===== src/rtl/rx_cmd_parser_if.sv =====
// rx_cmd_parser_if: RX bit stream in, decoded command strobes out.
// The RX demodulator side is master; the parser is slave.
interface rx_cmd_parser_if;
   logic        bitin;
   logic        bitclk;
   logic        frame_reset;
   logic        cmd_valid;
   logic [2:0]  cmd_code;
   logic [15:0] payload;
   logic        crc_ok;
   logic        cmd_err;

   modport master (
      output bitin, bitclk, frame_reset,
      input  cmd_valid, cmd_code, payload, crc_ok, cmd_err
   );

   modport slave (
      input  bitin, bitclk, frame_reset,
      output cmd_valid, cmd_code, payload, crc_ok, cmd_err
   );
endinterface


===== src/rtl/rx_cmd_parser.sv =====
// rx_cmd_parser: frames Gen2 RX bits into commands, checks CRC-5/CRC-16.
// Define REQRN_EN to decode ReqRN and build the CRC-16 checker.
module rx_cmd_parser #(
   parameter logic [4:0]  CRC5_PRESET   = 5'b01001,
   parameter logic [15:0] CRC16_PRESET  = 16'hFFFF,
   parameter logic [15:0] CRC16_RESIDUE = 16'h1D0F
) (
   input logic            clk,
   input logic            reset,
   rx_cmd_parser_if.slave bus
);

   localparam logic [2:0] S_IDLE = 3'd0;
   localparam logic [2:0] S_PAY  = 3'd1;
   localparam logic [2:0] S_CRC  = 3'd2;
   localparam logic [2:0] S_DONE = 3'd3;
   localparam logic [2:0] S_IGN  = 3'd4;

   localparam logic [2:0] C_QREP  = 3'd0;
   localparam logic [2:0] C_ACK   = 3'd1;
   localparam logic [2:0] C_QUERY = 3'd2;
   localparam logic [2:0] C_QADJ  = 3'd3;
   localparam logic [2:0] C_NAK   = 3'd5;
`ifdef REQRN_EN
   localparam logic [2:0] C_REQRN = 3'd4;
`endif

   logic [2:0]  state;
   logic        bitclk_d;
   logic [5:0]  cnt;
   logic [5:0]  total;
   logic [4:0]  pcnt;
   logic [4:0]  plen;
   logic [6:0]  opc;
   logic [15:0] sr;
   logic [2:0]  code;
   logic [4:0]  crc5;

   logic        valid_q;
   logic        err_q;
   logic        crc_ok_q;
   logic [2:0]  code_q;
   logic [15:0] pay_q;

   logic        ev;
   logic        b;
   logic        active;
   logic [5:0]  cnt_n;
   logic [7:0]  opc_n;
   logic [4:0]  crc5_n;
   logic [4:0]  pcnt_n;
   logic [15:0] sr_n;
   logic        shift_en;
   logic        fin;
   logic        crc_ok_n;
   logic        dec_hit;
   logic        dec_err;
   logic [2:0]  dec_code;
   logic [4:0]  dec_plen;
   logic [5:0]  dec_total;
   logic [2:0]  code_c;
   logic [5:0]  total_c;

   assign b        = bus.bitin;
   assign ev       = bus.bitclk & ~bitclk_d;
   assign active   = (state == S_IDLE) || (state == S_PAY) || (state == S_CRC);
   assign cnt_n    = (&cnt) ? cnt : cnt + 6'd1;
   assign opc_n    = {opc, b};
   assign crc5_n   = {crc5[3:0], 1'b0} ^ ({5{b ^ crc5[4]}} & 5'b01001);
   assign shift_en = (state == S_PAY) && (pcnt < plen);
   assign sr_n     = shift_en ? {sr[14:0], b} : sr;
   assign pcnt_n   = shift_en ? pcnt + 5'd1 : pcnt;
   assign code_c   = (state == S_IDLE) ? dec_code : code;
   assign total_c  = (state == S_IDLE) ? dec_total : total;
   assign fin      = ev && active && ((state != S_IDLE) || dec_hit)
                     && (cnt_n == total_c);

`ifdef REQRN_EN
   logic [15:0] crc16;
   logic [15:0] crc16_n;

   assign crc16_n = {crc16[14:0], 1'b0} ^ ({16{b ^ crc16[15]}} & 16'h1021);

   always_ff @(posedge clk or negedge reset)
      if (!reset)
         crc16 <= CRC16_PRESET;
      else if (bus.frame_reset)
         crc16 <= CRC16_PRESET;
      else if (ev && active)
         crc16 <= crc16_n;
`else
   logic unused_crc16;
   assign unused_crc16 = ^{CRC16_PRESET, CRC16_RESIDUE};
`endif

   // Opcode tree: decided at 2, 4 or 8 received bits.
   always_comb begin
      dec_hit   = 1'b0;
      dec_err   = 1'b0;
      dec_code  = C_QREP;
      dec_plen  = 5'd0;
      dec_total = 6'd0;
      unique case (1'b1)
         (cnt_n == 6'd2) && !opc_n[1]: begin
            dec_hit   = 1'b1;
            dec_code  = opc_n[0] ? C_ACK : C_QREP;
            dec_plen  = opc_n[0] ? 5'd16 : 5'd2;
            dec_total = opc_n[0] ? 6'd18 : 6'd4;
         end
         (cnt_n == 6'd4) && (opc_n[3:2] == 2'b10): begin
            if (opc_n[1]) begin
               dec_err = 1'b1;
            end else begin
               dec_hit   = 1'b1;
               dec_code  = opc_n[0] ? C_QADJ : C_QUERY;
               dec_plen  = opc_n[0] ? 5'd5 : 5'd13;
               dec_total = opc_n[0] ? 6'd9 : 6'd22;
            end
         end
         (cnt_n == 6'd8): begin
            if (opc_n == 8'hC0) begin
               dec_hit   = 1'b1;
               dec_code  = C_NAK;
               dec_total = 6'd8;
`ifdef REQRN_EN
            end else if (opc_n == 8'hC1) begin
               dec_hit   = 1'b1;
               dec_code  = C_REQRN;
               dec_plen  = 5'd16;
               dec_total = 6'd40;
`endif
            end else begin
               dec_err = 1'b1;
            end
         end
         default: ;
      endcase
   end

   always_comb begin
      crc_ok_n = 1'b1;
      if (code_c == C_QUERY)
         crc_ok_n = (crc5_n == 5'd0);
`ifdef REQRN_EN
      if (code_c == C_REQRN)
         crc_ok_n = (crc16_n == CRC16_RESIDUE);
`endif
   end

   always_ff @(posedge clk or negedge reset) begin
      if (!reset) begin
         state    <= S_IDLE;
         bitclk_d <= 1'b0;
         cnt      <= 6'd0;
         total    <= 6'd0;
         pcnt     <= 5'd0;
         plen     <= 5'd0;
         opc      <= 7'd0;
         sr       <= 16'd0;
         code     <= 3'd0;
         crc5     <= CRC5_PRESET;
         valid_q  <= 1'b0;
         err_q    <= 1'b0;
         crc_ok_q <= 1'b0;
         code_q   <= 3'd0;
         pay_q    <= 16'd0;
      end else begin
         bitclk_d <= bus.bitclk;
         valid_q  <= 1'b0;
         err_q    <= 1'b0;
         // Abort beats everything, including a final-bit event.
         if (bus.frame_reset) begin
            state <= S_IDLE;
            cnt   <= 6'd0;
            pcnt  <= 5'd0;
            opc   <= 7'd0;
            sr    <= 16'd0;
            crc5  <= CRC5_PRESET;
         end else if (ev && active) begin
            cnt  <= cnt_n;
            crc5 <= crc5_n;
            sr   <= sr_n;
            pcnt <= pcnt_n;
            if (state == S_IDLE) begin
               opc <= opc_n[6:0];
               if (dec_hit) begin
                  code  <= dec_code;
                  plen  <= dec_plen;
                  total <= dec_total;
               end
            end
            if (fin) begin
               state    <= S_DONE;
               valid_q  <= 1'b1;
               code_q   <= code_c;
               pay_q    <= sr_n;
               crc_ok_q <= crc_ok_n;
            end else if ((state == S_IDLE) && dec_err) begin
               state <= S_IGN;
               err_q <= 1'b1;
            end else if ((state == S_IDLE) && dec_hit) begin
               state <= S_PAY;
            end else if (shift_en && (pcnt_n == plen)) begin
               state <= S_CRC;
            end
         end
      end
   end

   assign bus.cmd_valid = valid_q;
   assign bus.cmd_err   = err_q;
   assign bus.cmd_code  = code_q;
   assign bus.payload   = pay_q;
   assign bus.crc_ok    = crc_ok_q;

endmodule


===== src/flat_wrapper.sv =====
// flat-port wrapper written by rule: the top's interface ports become plain ports
module rx_cmd_parser_flat 
#(
   parameter logic [4:0]  CRC5_PRESET   = 5'b01001,
   parameter logic [15:0] CRC16_PRESET  = 16'hFFFF,
   parameter logic [15:0] CRC16_RESIDUE = 16'h1D0F
)
  (clk, reset, bus_bitin, bus_bitclk, bus_frame_reset, bus_cmd_valid, bus_cmd_code, bus_payload, bus_crc_ok, bus_cmd_err);
  rx_cmd_parser_if bus_i ();
  input logic clk;
  input logic reset;
  input wire logic [$bits(bus_i.bitin)-1:0] bus_bitin;
  input wire logic [$bits(bus_i.bitclk)-1:0] bus_bitclk;
  input wire logic [$bits(bus_i.frame_reset)-1:0] bus_frame_reset;
  output wire logic [$bits(bus_i.cmd_valid)-1:0] bus_cmd_valid;
  output wire logic [$bits(bus_i.cmd_code)-1:0] bus_cmd_code;
  output wire logic [$bits(bus_i.payload)-1:0] bus_payload;
  output wire logic [$bits(bus_i.crc_ok)-1:0] bus_crc_ok;
  output wire logic [$bits(bus_i.cmd_err)-1:0] bus_cmd_err;
  assign bus_i.bitin = bus_bitin;
  assign bus_i.bitclk = bus_bitclk;
  assign bus_i.frame_reset = bus_frame_reset;
  assign bus_cmd_valid = bus_i.cmd_valid;
  assign bus_cmd_code = bus_i.cmd_code;
  assign bus_payload = bus_i.payload;
  assign bus_crc_ok = bus_i.crc_ok;
  assign bus_cmd_err = bus_i.cmd_err;
  rx_cmd_parser #(.CRC5_PRESET(CRC5_PRESET), .CRC16_PRESET(CRC16_PRESET), .CRC16_RESIDUE(CRC16_RESIDUE)) u_core (.clk(clk), .reset(reset), .bus(bus_i));
endmodule

===== config.mk =====
export PLATFORM = sky130hd
export DESIGN_NAME = rx_cmd_parser_flat
export DESIGN_NICKNAME = d
export VERILOG_FILES = /design/src/rtl/rx_cmd_parser_if.sv /design/src/rtl/rx_cmd_parser.sv /design/src/flat_wrapper.sv
export SDC_FILE = /design/constraint.sdc
export NUM_CORES = 1
export LEC_CHECK = 0
export BUFFER_PORTS_ARGS = -buffer_cell sky130_fd_sc_hd__clkbuf_2
export CAP_MARGIN = 30
export CELL_PAD_IN_SITES_DETAIL_PLACEMENT = 0
export CELL_PAD_IN_SITES_GLOBAL_PLACEMENT = 1
export CORE_UTILIZATION = 40
export CTS_CLUSTER_DIAMETER = 30
export DETAILED_ROUTE_END_ITERATION = 6
export GPL_TIMING_DRIVEN = 0
export PLACE_DENSITY_LB_ADDON = 0.3
export SYNTH_ARGS = -nofsm -noshare
export SYNTH_HDL_FRONTEND = slang
export SYNTH_SLANG_ARGS = --single-unit
export TNS_END_PERCENT = 10

===== constraint.sdc =====
create_clock -name clk -period 3.13 [get_ports clk]
set_input_delay 0.4695 -clock clk [delete_from_list [all_inputs] [get_ports clk]]
set_output_delay 0.4695 -clock clk [all_outputs]
set_load 0.02 [all_outputs]

[After elaboration in Yosys (flattened, before gate mapping)]
Cells that the tools add are included.
Operators by class
  add/subtract/negate cells: 2
  $lt $le $gt $ge: 1
  equality and inequality tests: 10
  multiplexer cells: 50
  bitwise gates (word level): 5
  reductions and logical operators: 24
Operators with widths (count)
  two-way mux 16 bit: 3
  two-way mux 5 bit: 9
  two-way mux 6 bit: 5
  two-way mux 3 bit: 9
  two-way mux 7 bit: 3
  case mux 6 bit (3 select lines): 1
  two-way mux 1 bit: 14
  case mux 5 bit (2 select lines): 1
  logical AND 1 bit: 9
  case mux 3 bit (3 select lines): 1
  == test 8 bit, second input constant: 1
  two-way mux 4 bit: 2
  adder 6 x 1 -> 6 bit, second input constant: 1
  == test 3 x 2 -> 1 bit, second input constant: 2
  == test 6 x 2 -> 1 bit, second input constant: 1
  == test 6 x 3 -> 1 bit, second input constant: 1
  == test 6 x 4 -> 1 bit, second input constant: 1
  == test 6 bit: 1
  AND reduction 6 bit: 1
  adder 5 x 1 -> 5 bit, second input constant: 1
  == test 5 bit: 1
  logical NOT 5 bit: 1
  less-than comparator 5 bit: 1
  nonzero test 5 bit: 1
  16 further kinds: 21
Storage, ports and cells
  flip-flop bits (word level): 79
  input port bits: 5
  logic and storage cells: 107

[Depth between registers and ports, before layout]
Gate-level depths: netlist (run 1).
  depth after elaboration: 11
  gate-level depth with buffers: 13

[Worst setup path before layout (run 1)]
No wires, ideal clock.
  path type: reg2reg
  from: register u_core.cnt[1]
  to: register u_core.code_q[1], in the netlist u_core.bus.cmd_code[1]
  setup time: 0.125 ns
  arrival: 2.815 ns
  setup slack: 0.189 ns
  cell stages (with the launch flop): 12
  buffers on the path: 2
  clock period less this slack: 2.941 ns
  cells stage by stage: dfrtp_1 ha_1 buf_6 a311oi_2 a31oi_2 or3_4 a21oi_2 o211ai_2 a2111oi_4 and2_4 buf_8 mux2_4
On the way
  word-level cells in the longest chain between the ends: 9
  elaborated cells between the ends (all ways): 18
  classes of those cells: add/sub (1); eq/ne (4); mux (6); reduce/logical (7)
Ends and longest elaborated chain
  start, declared: line rx_cmd_parser.sv:30  | logic [5:0] cnt;
  start signal, assigned: line rx_cmd_parser.sv:180  | cnt <= cnt_n;
  adder 6 x 1 -> 6 bit / AND reduction 6 bit (equally long branches): line rx_cmd_parser.sv:67  | assign cnt_n = (&cnt) ? cnt : cnt + 6'd1;
  two-way mux 6 bit (*): line rx_cmd_parser.sv:67
  == test 6 x 3 -> 1 bit / == test 6 x 2 -> 1 bit (equally long branches): line rx_cmd_parser.sv:110, rx_cmd_parser.sv:104
  logical AND 1 bit (on tied branches): line rx_cmd_parser.sv:110, rx_cmd_parser.sv:104
  case mux 6 bit (3 select lines) / case mux 1 bit (3 select lines) (equally long branches): line rx_cmd_parser.sv:103  | unique case (1'b1)
  two-way mux 6 bit / logical OR 1 bit (equally long branches): line rx_cmd_parser.sv:74, rx_cmd_parser.sv:75
  == test 6 bit / logical AND 1 bit (equally long branches): line rx_cmd_parser.sv:76, rx_cmd_parser.sv:75
  logical AND 1 bit: line rx_cmd_parser.sv:76  | && (cnt_n == total_c);
  AND reduction 3 bit (no source line)
  end signal, assigned: line rx_cmd_parser.sv:195  | code_q <= code_c;
  end, declared: line rx_cmd_parser.sv:42  | logic [2:0] code_q;
Every way passes the cells marked *; elsewhere a longest branch is shown, timed or not.
A chain may end at the register's enable or synchronous reset.

[Final worst setup path (run 1)]
  from: register u_core.cnt[1]
  to: register u_core.pay_q[5], in the netlist u_core.bus.payload[5]
On the way
  word-level cells in the longest chain between the ends: 9
  elaborated cells between the ends (all ways): 16
  classes of those cells: add/sub (1); eq/ne (4); mux (4); reduce/logical (7)
Ends and longest elaborated chain
  adder 6 x 1 -> 6 bit / AND reduction 6 bit (equally long branches): line rx_cmd_parser.sv:67
  two-way mux 6 bit (*): line rx_cmd_parser.sv:67
  == test 6 x 3 -> 1 bit / == test 6 x 2 -> 1 bit (equally long branches): line rx_cmd_parser.sv:110, rx_cmd_parser.sv:104
  logical AND 1 bit (on tied branches): line rx_cmd_parser.sv:110, rx_cmd_parser.sv:104
  case mux 6 bit (3 select lines) / case mux 1 bit (3 select lines) (equally long branches): line rx_cmd_parser.sv:103
  two-way mux 6 bit / logical OR 1 bit (equally long branches): line rx_cmd_parser.sv:74, rx_cmd_parser.sv:75
  == test 6 bit / logical AND 1 bit (equally long branches): line rx_cmd_parser.sv:76, rx_cmd_parser.sv:75
  logical AND 1 bit (*): line rx_cmd_parser.sv:76
  AND reduction 3 bit (no source line) (*)
  end signal, assigned: line rx_cmd_parser.sv:196  | pay_q <= sr_n;
  end, declared: line rx_cmd_parser.sv:43  | logic [15:0] pay_q;
Marked as above.

==> results of run 1 <==
## path summary, 6_finish.rpt
path | startpoint | end | slack (ns) | cells past startpoint
min in group clk | bus_bitclk | u_core.bitclk_d | 0.24 | 1
worst min register to register | u_core.code[0] | u_core.code[0] | 0.50 | 2
max in group asynchronous | reset | u_core.crc5[3] | 2.43 | 2
worst max register to register | u_core.cnt[1] | u_core.bus.payload[5] | 0.10 | 11
worst max-delay path | u_core.cnt[1] | u_core.bus.payload[5] | 0.10 | 11
worst min-delay path | reset | u_core.code[0] | 0.06 | 1
## placed cells by master (no fill, tap or decap), types with 4 or more instances in the layout
master,n
buf_2,6
a21oi_1,31
clkbuf_1,15
clkbuf_8,10
mux2_4,18
a21o_1,6
xnor2_1,9
dfrtp_1,73
or3_1,5
o211ai_1,4
and3_1,4
clkbuf_2,26
nor3_1,6
inv_1,9
mux2_2,20
nor2_1,28
nand4_1,5
buf_4,10
nand2_1,72
o21ai_0,9
mux2i_1,12
nand2b_1,6
xor2_1,5
ha_1,5
## worst max-delay path: cells and delay by family (launching register included)
family | cells | cell delay (ns)
AND/OR/NAND/NOR | 3 | 0.75
adder cells (fa/ha/maj) | 1 | 0.17
multiplexers | 1 | 0.30
buffers and inverters | 2 | 0.29
flip-flops | 1 | 0.42
AO/OA/AOI/OAI | 4 | 0.98
## state kept, by name (all words and copies together) (netlist names)
name,count
u_core.bus.payload,16
u_core.sr,16
u_core.opc,7
u_core.cnt,6
u_core.crc5,5
u_core.pcnt,5
u_core.plen,4
u_core.total,4
u_core.bus.cmd_code,3
u_core.state,3
u_core.code,2
u_core.bitclk_d,1
u_core.bus.cmd_err,1
u_core.bus.cmd_valid,1
u_core.bus.crc_ok,1
## synth_stat cells (5+ instances only)
master	number	area, sq um
a21o_1	7	52.6
a21oi_1	31	155
buf_2	6	30.0
clkbuf_1	17	63.8
dfrtp_1	73	1830
ha_1	6	75.1
inv_1	9	33.8
mux2_2	20	225
mux2_4	18	270
mux2i_1	12	120
nand2_1	72	270
nand2b_1	6	37.5
nand3_1	5	25.0
nand4_1	5	31.3
nor2_1	28	105
nor3_1	6	30.0
o21ai_0	9	45.0
or3_1	6	37.5
xnor2_1	9	78.8
xor2_1	6	52.6
## layer usage
| metal | part of all wire | wire length [microns] | track usage |
|---|---|---|---|
| met5 | 0 | 0 | 0 |
| met4 | 0.014 | 137 | 0.0684 |
| met3 | 0.034 | 334 | 0.0377 |
| met2 | 0.45 | 4440 | 0.289 |
| met1 | 0.50 | 4930 | 0.277 |
## per-stage QoR
stage / hold slack (ns) / utilization / cells / worst slack, ns
floorplan: 0.174 / - / 427 / 0.189
global placement: 0.469 / 0.442 / 588 / -0.308
detailed placement: 0.454 / 0.446 / 590 / -0.311
CTS: 0.0609 / 0.475 / 608 / 0.00297
global route: 0.0772 / 0.486 / 612 / -0.0187
finish: 0.0579 / 0.486 / 612 / 0.101
## timing repair
| item | 4_1_cts | 5_1_grt |
|---|---|---|
| gates cloned | 0 | 0 |
| setup buffers | 3 | 4 |
| resized for setup | 7 | 19 |
| hold buffers | 0 | 0 |
| pin swaps | 4 | 11 |
| hold endpoints to repair | 0 | 0 |
| endpoints found under the setup margin | 20 | 25 |
## kinds of logic (layout without fill, tap and decap cells)
kind of cell    after synthesis  after routing  share of synthesized area
fa+ha+maj                     6              6                     0.0176
compound gates               81             81                      0.134
mux                          50             50                      0.144
simple gates                162            162                      0.188
buf+inv                      38             87                     0.0457
xor+xnor                     15             15                     0.0308
flops                        75             75                      0.440
## final cells by class
type | count | area, sq um
Clock inverter | 5 | 86.3
Fill cell | 980 | 5310
Buffer | 28 | 170
Inverter | 9 | 33.8
Clock buffer | 11 | 141
Sequential cell | 75 | 1880
Tap cell | 136 | 170
Multi-Input combinational cell | 314 | 2320
Timing Repair Buffer | 34 | 215
## power breakdown
group | switching (mW) | leakage, nW | internal, mW
Sequential | 0.00998 | 1.03 | 0.982
Clock | 0.381 | 0.114 | 0.476
Combinational | 0.106 | 1.12 | 0.0632
==> impl_metrics.yaml, run 1 <==
synthesis:
  ys.warnings.count: 0
  avgSynthCellArea_sq_um: 10.0
  syn_area_sq_mm: 0.00427
  synth_seq_cells: 75
  syn_inst: 427
  ys_seq_area_frac: 0.440
  ys.flop_type: "dfrtp_1"
  synth_edf_count: 0
  syn_nets: 438
  async_flop_share: 1.00
  synth.distinct_cells: 69
global_route:
  grt_antenna_before_repair: 0
  grt_pass1_wl_microns: 16600
  first_global_vias: 3219
  grt_max_degree: 53
  grt-ovfl-total: 0
  grtUsageTotal: 0.193
critical_path:
  slowest_stage: "dfrtp_1"
  startpoint_type: "flop"
  slowest_delay_ns: 0.42
  worstSetupPathType: "flop to flop"
  cp-end-kind: "flop"
  cp_cell_sequence: "ha_4, buf_6, a311oi_4, a31oi_4, or2_4, o211ai_1, nand4_1, a2111oi_4, and2_4, buf_12, mux2_4"
  cp_max_fo: 10
  cp.arrival_ns: 3.26
  crit_required_ns: 3.36
sta:
  hold_viol_final: 0
  tightest_slew_ns: 0.982
  finalClockSkew_ns: 0.0103
  rsz0062_at_grt: "yes"
  max_freq_mhz: 330
  min_period_over_period: 0.968
  slew_headroom: 0.342
  setup_viol: 0
  period_minus_slack_ns: 3.03
  totalNegativeSetupSlack_ns: 0
  finalMaxSlewViolations: 0
placement:
  gp_congestion: 0.836
  portBuffers: 25
  dp_hpwl_microns: 6960
  place_area_sq_mm: 0.00460
clock_tree:
  clk_path_buf_depth: 2
  path_clk_slew_ns: 0.09
  cts_sinks: 75
  root_buffer: "clkbuf_8"
  htreeDepth: 3
  cts_tree: "done"
  numCtsBuffers: 9
  worstSkewPairLatency_ns: 0.35
finish:
  area_growth_pct: 17.4
  antenna_cells: 0
  fin_area_sq_mm: 0.00501
  drive_above_1_share: 0.279
  final_nets: 482
pwr:
  p_leak_nw: 2.26
  power_density_mw_per_mm2: 402
  finalPower_mw: 2.02
  vdd_drop_max_mv: 0.287
floorplan:
  die_area_sq_mm: 0.0111
  start_util: 0.414
  die_x_microns: 105
  num_io_pins: 27
  core_area_sq_mm: 0.0103
  die-height_microns: 105
  placementRows: 37
flow_run:
  cap_viol_max_count: 0
detailed_routing:
  vias: 3250
  post_drt_wl_per_cell_microns: 16.1
  drtPass1Iterations: 4
  route.detailed.drc: 0
  antenna_left: 0
  first_iter_violations: 164
  routed_wl_microns: 9840
  routed_via_density: 5.31
outcome:
  outcome: "complete, no violations"
worst_hold_path:
  min_path_type: "input port to async pin"
(Power assumes the default switching activity.)
==> inputs of run 2 (changes only) <==
Settings changed: ABC_AREA from default to 1, PLACE_DENSITY from default to 0.83, PLACE_DENSITY_LB_ADDON 0.3 to default.
==> impl_metrics.yaml, run 2 <==
outcome:
  outcome: "complete, no violations"
finish:
  final_common_cell: "nand2_1"
  area_growth_pct: 12.8
  final_nets: 542
  drive_above_1_share: 0.140
  fin_area_sq_mm: 0.00439
  antenna_cells: 0
  final_cell_mix: "nand2_1 (135), dfrtp_1 (73), inv_1 (61)"
pwr:
  finalPower_mw: 2.01
  p_leak_nw: 2.19
  vdd_drop_max_mv: 0.192
  power_density_mw_per_mm2: 457
clock_tree:
  clk_path_buf_depth: 2
  post_cts_buffers: 0
  cts_sinks: 75
  path_clk_slew_ns: 0.09
  worstSkewPairLatency_ns: 0.35
  root_buffer: "clkbuf_8"
  numCtsBuffers: 9
  post_cts_resize_count: 0
  htreeDepth: 3
  ctsHoldBuffers: 0
  cts_tree: "done"
global_route:
  grt_antenna_before_repair: 0
  grt_pass1_wl_microns: 15700
  grt_max_degree: 58
  grtUsageTotal: 0.203
  first_global_vias: 3349
  grt-ovfl-total: 0
synthesis:
  synth_seq_cells: 75
  synth.most_common_cell: "nand2_1"
  synth.top_cells.by_count: "nand2_1 (135), dfrtp_1 (73), inv_1 (61)"
  syn_inst: 494
  ys.warnings.count: 0
  syn_nets: 505
  ys.flop_type: "dfrtp_1"
  synth.distinct_cells: 39
  syn_area_sq_mm: 0.00389
  ys_seq_area_frac: 0.483
  synth_edf_count: 0
  yosys-top-cells-area: "dfrtp_1 (47%), nand2_1 (13%), inv_1 (5.9%), nand3_1 (4.9%), o21ai_0 (4.8%)"
  yosys.area.top_type: "dfrtp_1"
  avgSynthCellArea_sq_um: 7.87
  netlist.area_leader.share: 0.470
  async_flop_share: 1.00
floorplan:
  placementRows: 35
  die_x_microns: 101
  start_util: 0.417
  num_io_pins: 27
  die-height_microns: 101
  die_area_sq_mm: 0.0101
  core_area_sq_mm: 0.00933
placement:
  place_area_sq_mm: 0.00421
  portBuffers: 25
  pre_cts_ws_ns: 0.406
  gp_congestion: 0.882
  dp_hpwl_microns: 6730
critical_path:
  crit_family: "simple AND/OR/NAND/NOR gates"
  slowest_stage: "dfrtp_1"
  cp.arrival_ns: 2.97
  cp-end-kind: "flop"
  worstSetupPathType: "flop to flop"
  startpoint_type: "flop"
  crit_required_ns: 3.36
  cpMostUsedCell: "nand2_1"
  slowest_delay_ns: 0.44
  crit_buf_inv: 2
  cp_cell_sequence: "ha_1, or2_1, nand2_2, nand2_1, nor2_1, nand3_2, nand2_1, nand2_1, nand3_1, nand2_1, nor2_2, nand4_2, buf_6, buf_6, nand2_1, o21ai_1"
  cp_max_fo: 10
detailed_routing:
  vias: 3344
  first_iter_violations: 100
  routed_via_density: 5.03
  post_drt_wl_per_cell_microns: 13.8
  drtPass1Iterations: 5
  routed_wl_microns: 9150
  route.detailed.drc: 0
  antenna_left: 0
sta:
  finalMaxSlewViolations: 0
  min_period_over_period: 0.875
  rsz0062_at_grt: "no"
  hold_viol_final: 0
  totalNegativeSetupSlack_ns: 0
  slew_headroom: 0.616
  finalClockSkew_ns: 0.00885
  max_freq_mhz: 365
  worst_slack_ns: 0.392
  period_minus_slack_ns: 2.74
  tightest_slew_ns: 0.574
  setup_viol: 0
flow_run:
  cap_viol_max_count: 0
worst_hold_path:
  min_path_type: "input port to async pin"
-- run 2: changes by cell type after synthesis, sizes merged, moves of 7 or more --
cell,before,now
nand2,72,140
inv,9,64
o21ai,9,58
mux2,38,0
nand3,6,41
a21oi,34,7
o22ai,0,27
mux2i,12,0
clkbuf,17,9
a21o,7,0
xnor2,9,2
-- run 2: kinds of logic (layout without fill, tap and decap cells) --
| family | Yosys count | after routing | share of synthesized area |
|---|---|---|---|
| AND/OR/NAND/NOR | 229 | 229 | 0.263 |
| AO/OA/AOI/OAI | 98 | 98 | 0.140 |
| buffers and inverters | 81 | 123 | 0.0833 |
| flip-flops | 75 | 75 | 0.483 |
| adder cells (fa/ha/maj) | 6 | 6 | 0.0193 |
| XOR/XNOR | 5 | 5 | 0.0113 |
-- run 2: worst paths after layout --
check	end	slack [ns]	cells after the start	startpoint
worst max-delay path	u_core.bus.payload[3]	0.39	16	u_core.cnt[0]
worst min-delay path	u_core.bus.payload[10]	0.02	1	reset
worst max register to register	u_core.bus.payload[3]	0.39	16	u_core.cnt[0]
worst min register to register	u_core.bus.crc_ok	0.48	2	u_core.bus.crc_ok
max in group asynchronous	u_core.crc5[0]	2.51	2	reset
min in group clk	u_core.bitclk_d	0.24	1	bus_bitclk
-- run 2: final cells by class --
cell class	count	area, sq um
tap	129	161
timing repair buffer	26	155
multi-input combinational	338	1690
clock buffer	9	124
fill	948	4940
sequential	75	1880
clock inverter	7	58.8
buffer	16	80.1
inverter	65	244
-- run 2: routing by layer --
metal | part of all wire | up-vias | track usage
li1 | - | 1700 | -
met1 | 0.46 | 1569 | 0.251
met2 | 0.50 | 63 | 0.358
met3 | 0.032 | 12 | 0.0465
met4 | 0.015 | 0 | 0.0524
met5 | 0 | - | 0
-- run 2: per-stage QoR --
step                      hold WS (ns)  utilization  std cells
after global placement           0.460        0.448        648
after floorplan                  0.174            -        494
after detailed placement         0.398        0.451        649
after global routing            0.0149        0.470        665
after CTS                      0.00401        0.470        665
final                           0.0153        0.470        665
-- run 2: where the power goes --
| group | leakage, nW | internal [mW] | total [mW] | switching [mW] |
|---|---|---|---|---|
| logic | 1.09 | 0.0874 | 0.284 | 0.196 |
| registers | 1.01 | 1.00 | 1.02 | 0.0199 |
| clock network | 0.0872 | 0.300 | 0.699 | 0.399 |
